### config.mk
export PLATFORM = sky130hd
export DESIGN_NAME = reversible_inverse_unit
export DESIGN_NICKNAME = d
export VERILOG_FILES = /design/src/rtl/reversible_inverse_unit.sv
export SDC_FILE = /design/constraint.sdc
export NUM_CORES = 1
export LEC_CHECK = 0
export CAP_MARGIN = 20
export CORE_UTILIZATION = 52
export CTS_CLUSTER_SIZE = 14
export DETAILED_ROUTE_END_ITERATION = 7
export PLACE_DENSITY = 0.76
export SETUP_SLACK_MARGIN = 0.2
export SLEW_MARGIN = 20
export SYNTH_ARGS = -nofsm -noshare
export SYNTH_HDL_FRONTEND = slang
export SYNTH_SLANG_ARGS = --single-unit
### constraint.sdc
create_clock -name clk -period 3.4 [get_ports clk]
set_input_delay 0.51 -clock clk [delete_from_list [all_inputs] [get_ports clk]]
set_output_delay 0.51 -clock clk [all_outputs]
set_load 0.05 [all_outputs]
### src/rtl/reversible_inverse_unit.sv
// Inverse Fredkin/Peres/Toffoli decoder: one stage register feeding a small output FIFO.
// Optional op_count output is enabled with the REV_OPCOUNT_EN macro.
module reversible_inverse_unit #(
  parameter int unsigned WIDTH      = 32,
  parameter int unsigned FIFO_DEPTH = 4
) (
  input  logic             clk,
  input  logic             rst_n,
  input  logic             in_valid,
  output logic             in_ready,
  input  logic [1:0]       in_op,
  input  logic [WIDTH-1:0] in_p,
  input  logic [WIDTH-1:0] in_q,
  input  logic [WIDTH-1:0] in_r,
  output logic             out_valid,
  input  logic             out_ready,
  output logic [WIDTH-1:0] out_a,
  output logic [WIDTH-1:0] out_b,
  output logic [WIDTH-1:0] out_c,
  output logic             out_err
`ifdef REV_OPCOUNT_EN
  ,
  output logic [31:0]      op_count
`endif
);

  localparam int unsigned PtrW = $clog2(FIFO_DEPTH);
  localparam int unsigned CntW = PtrW + 1;
  localparam int unsigned EntW = 3 * WIDTH + 1;

  typedef enum logic [1:0] {OpFredkin = 2'b00, OpPeres = 2'b01, OpToffoli = 2'b10,
                            OpIllegal = 2'b11} op_e;

  op_e              s_op_q;
  logic [WIDTH-1:0] s_p_q, s_q_q, s_r_q;
  logic             s_valid_q;
  logic             in_fire;

  logic [WIDTH-1:0] dec_a, dec_b, dec_c;
  logic             dec_err;

  logic [EntW-1:0]  mem_q [FIFO_DEPTH];
  logic [PtrW-1:0]  wr_ptr_q, rd_ptr_q;
  logic [CntW-1:0]  count_q;
  logic [CntW:0]    occupancy;
  logic             push, pop;
  logic [EntW-1:0]  head;

  assign in_fire = in_valid && in_ready;

  // Stage always drains on the next edge; in_ready already reserves its FIFO slot.
  always_ff @(posedge clk or negedge rst_n) begin
    if (!rst_n) begin
      s_valid_q <= 1'b0;
      s_op_q    <= OpFredkin;
      s_p_q     <= '0;
      s_q_q     <= '0;
      s_r_q     <= '0;
    end else begin
      s_valid_q <= in_fire;
      if (in_fire) begin
        s_op_q <= op_e'(in_op);
        s_p_q  <= in_p;
        s_q_q  <= in_q;
        s_r_q  <= in_r;
      end
    end
  end

  always_comb begin
    dec_a   = s_p_q;
    dec_b   = s_q_q;
    dec_c   = s_r_q;
    dec_err = 1'b0;
    unique case (s_op_q)
      OpFredkin: begin
        dec_b = (s_p_q & s_r_q) | (~s_p_q & s_q_q);
        dec_c = (s_p_q & s_q_q) | (~s_p_q & s_r_q);
      end
      OpPeres: begin
        dec_b = s_p_q ^ s_q_q;
        dec_c = s_r_q ^ (s_p_q & (s_p_q ^ s_q_q));
      end
      OpToffoli: begin
        dec_c = s_r_q ^ (s_p_q & s_q_q);
      end
      OpIllegal: begin
        dec_a   = '0;
        dec_b   = '0;
        dec_c   = '0;
        dec_err = 1'b1;
      end
    endcase
  end

  assign push = s_valid_q;
  assign pop  = out_valid && out_ready;

  always_ff @(posedge clk) begin
    if (push) mem_q[wr_ptr_q] <= {dec_a, dec_b, dec_c, dec_err};
  end

  always_ff @(posedge clk or negedge rst_n) begin
    if (!rst_n) begin
      wr_ptr_q <= '0;
      rd_ptr_q <= '0;
      count_q  <= '0;
    end else begin
      if (push) wr_ptr_q <= wr_ptr_q + PtrW'(1);
      if (pop)  rd_ptr_q <= rd_ptr_q + PtrW'(1);
      unique case ({push, pop})
        2'b10:   count_q <= count_q + CntW'(1);
        2'b01:   count_q <= count_q - CntW'(1);
        default: count_q <= count_q;
      endcase
    end
  end

  assign occupancy = {1'b0, count_q} + (CntW + 1)'(s_valid_q);
  assign in_ready  = occupancy < (CntW + 1)'(FIFO_DEPTH);
  assign out_valid = count_q != '0;
  assign head      = out_valid ? mem_q[rd_ptr_q] : '0;
  assign {out_a, out_b, out_c, out_err} = head;

`ifdef REV_OPCOUNT_EN
  logic [31:0] op_count_q;

  always_ff @(posedge clk or negedge rst_n) begin
    if (!rst_n)   op_count_q <= '0;
    else if (pop) op_count_q <= op_count_q + 32'd1;
  end

  assign op_count = op_count_q;
`endif

endmodule

==> key figures <==
Drt
  • Via count: approximately 12000
  • 1st-iter DRT viols: between 1000 and 1500
  • Antenna-violating nets left: 0
  • Final WL: between 50000 and 60000 um
  • Pre-antenna DRT Iters: 5
  • Vias/cell: 5.869
  • DR WL/cell: 24.80 um
  • DRC viols: 0

Setup path
  • Worst path cell trace: buf_4, mux4_2, and2_1, buf_4
  • WP data required: about 2.9 ns
  • Cell family with most CP delay: buffers and inverters
  • Critical path class: flip-flop to output pin
  • WP buf/inv: 2
  • Top cell by count, worst path: buf_4
  • CP Capture Type: output pin
  • Slowest CP cell: dfrtp_4
  • Critical Path AT: 2.61 ns
  • CP max FO: 34
  • Slowest stage delay, CP: around 0.63 ns
  • CP startpoint kind: flip-flop

Logic synthesis
  • Avg Cell Area, Syn: 16.94 um2
  • Post-synth top cells: edfxtp_1, dfrtp_1, and2_1
  • #FFs+latches synth: 494
  • Netlist Area Pre-Place: 21970 um2
  • Top post-synthesis cells by area: edfxtp_1, dfrtp_1, mux4_2
  • Top-area cell type share of the netlist area: 0.5302
  • Cell taking the most area after synthesis: edfxtp_1
  • Syn Nets: 1474
  • Post-synth EDFFs: 388
  • Instance count of the mapped netlist: 1297
  • Top_reg_cell synth: edfxtp_1
  • Post-synth cell types: 33
  • Post-synth ARST share: 0.2146
  • Synth warn: 0
  • Register area share after synthesis: 0.6510
  • Most frequent cell after synthesis: edfxtp_1

Clock network
  • Clk Latency, worst-skew pair: 0.60 ns
  • H-tree levels: 2
  • CTS root buf: clkbuf_16
  • Max clock buf depth: 3
  • Num Clock Sinks: 494
  • Clk slew on worst S/H paths: 0.06 ns
  • Hold-fix buffers, CTS: 0
  • CTS tree: yes
  • Total CTS buffers: between 50 and 60

Floorplan
  • Site row count: 74
  • Die W: 207.6 um
  • Initial Util: 0.5321
  • I/O Pins: 201
  • Core area: 41290 um2
  • Die Ht: a little over 200 um
  • Die area: about 43000 um2

Placement
  • Gpl congestion: 0.7801
  • Post-DP HPWL: roughly 34000 um
  • Input/output buffers: 200

STA
  • Final Skew: between 0.02 and 0.03 ns
  • Fmax: 0.3206 GHz
  • Setup Viol. Count Final: 0
  • Slew headroom: 0.4358
  • Pins Over Slew Limit: 0
  • Unrepaired setup endpoints after global routing: false
  • Final hold viol count: 0
  • Setup TNS: 0 ns
  • Worst Max-Slew Pin Slew: 0.8463 ns
  • Minimum clock period: 3.119 ns
  • Final period utilization: 0.9173

Cells and area
  • Final #Nets: 1693
  • Layout cells sized above 1: 0.2458
  • Layout area overhead: 19.04%

Global routing
  • Vias in the first global route: 12820
  • Largest net degree at the start of global routing: 57
  • Initial antenna violation count: 4
  • First-pass GRT wire length: 78490 um
  • Grt ovf: 0
  • All-Layer GR Usage: 0.2459

Run status
  • Outcome: finished clean

Min path
  • Min-Delay Path Class: input port to asynchronous set/reset pin

Flow run
  • Number of max-cap violations: 0
## routing by layer
metal	part of all wire	vias up	global-route usage
li1	-	5418	-
met5	0.00079	-	0
met4	0.026	6	0.08595
met2	0.51	401	0.4175
met1	0.41	6372	0.3239
met3	0.058	75	0.03828
## flip-flops by register name (all words and copies together), names as in the netlist
| register | count |
|---|---|
| s_op_q | 2 |
| rd_ptr_q | 2 |
| s_q_q | 32 |
| s_p_q | 32 |
| mem_q | 388 |
| push | 1 |
| wr_ptr_q | 2 |
| s_r_q | 32 |
| count_q | 3 |
## logic make-up (layout without fill, tap and decap cells)
logic type,Yosys count,count (layout),synth area share
buffers and inverters,128,389,0.02614
xor gates and xnor gates,34,34,0.01355
and+or+nand+nor,197,197,0.04920
adders and majority gates,75,75,0.04305
AOI/OAI and AO/OA,114,114,0.03861
other,0,1,0
DFF,494,494,0.6510
muxes,255,255,0.1785
## repair_timing
action,in CTS,in global routing
buffers inserted,3,0
setup endpoints to repair,72,7
gates cloned,0,0
endpoints found under the hold margin,0,0
gates resized for setup,28,2
## area by class of cell
| class | instances | area (um2) |
|---|---|---|
| diodes | 1 | 2.502 |
| clock buffers | 73 | 1409 |
| clock inverters | 22 | 151.4 |
| fillers | 2958 | 15140 |
| inverters | 56 | 210.2 |
| multi-input cells | 675 | 7131 |
| flip-flops and latches | 494 | 14310 |
| well taps | 532 | 665.6 |
| repair buffers | 238 | 2276 |
## layout by cell type (no fill, tap or decap), types with 6 or more instances in the layout
| cell | n |
|---|---|
| and2_1 | 98 |
| nor2b_1 | 26 |
| clkinv_1 | 11 |
| inv_1 | 56 |
| dfrtp_1 | 104 |
| nor2_1 | 33 |
| buf_4 | 91 |
| edfxtp_1 | 388 |
| clkinv_2 | 6 |
| clkbuf_16 | 51 |
| dlygate4sd2_1 | 27 |
| clkbuf_1 | 17 |
| mux2_2 | 89 |
| clkdlybuf4s50_1 | 102 |
| buf_12 | 15 |
| mux2i_1 | 60 |
| a21oi_1 | 7 |
| mux4_2 | 97 |
| ha_1 | 71 |
| xor2_1 | 32 |
| o22ai_1 | 60 |
| a221o_1 | 25 |
| a32oi_1 | 7 |
| nand2_1 | 27 |
| mux2_4 | 9 |
## path summary, 6_finish.rpt
path | endpoint | cells after the start | slack (ns) | from
max | out_c[7] | 4 | 0.28 | rd_ptr_q[1]
min | s_p_q[17] | 1 | 0.02 | rst_n
max in group asynchronous | s_q_q[21] | 2 | 2.57 | rst_n
min in group clk | s_q_q[9] | 2 | 0.52 | in_q[9]
min reg2reg | wr_ptr_q[0] | 1 | 0.53 | wr_ptr_q[0]
max reg2reg | mem_q[1][4] | 6 | 0.88 | s_op_q[0]
## through the flow
step / setup WS (ns) / cell area, um2 / instances / hold slack, ns / utilization
2_1_floorplan: 1.108 / 21980 / 1297 / 0.2144 / -
3_3_place_gp: 0.5442 / 24580 / 1992 / 0.5203 / 0.5953
3_5_place_dp: 0.5473 / 24580 / 1992 / 0.5246 / 0.5953
4_1_cts: 0.2007 / 26150 / 2090 / 0.02757 / 0.6332
5_1_grt: 0.2219 / 26150 / 2090 / 0.07904 / 0.6333
6_report: 0.2812 / 26160 / 2091 / 0.02226 / 0.6334
Power is not shown: default switching activity piles up to over one toggle a cycle in this logic, so the estimate is an artifact.
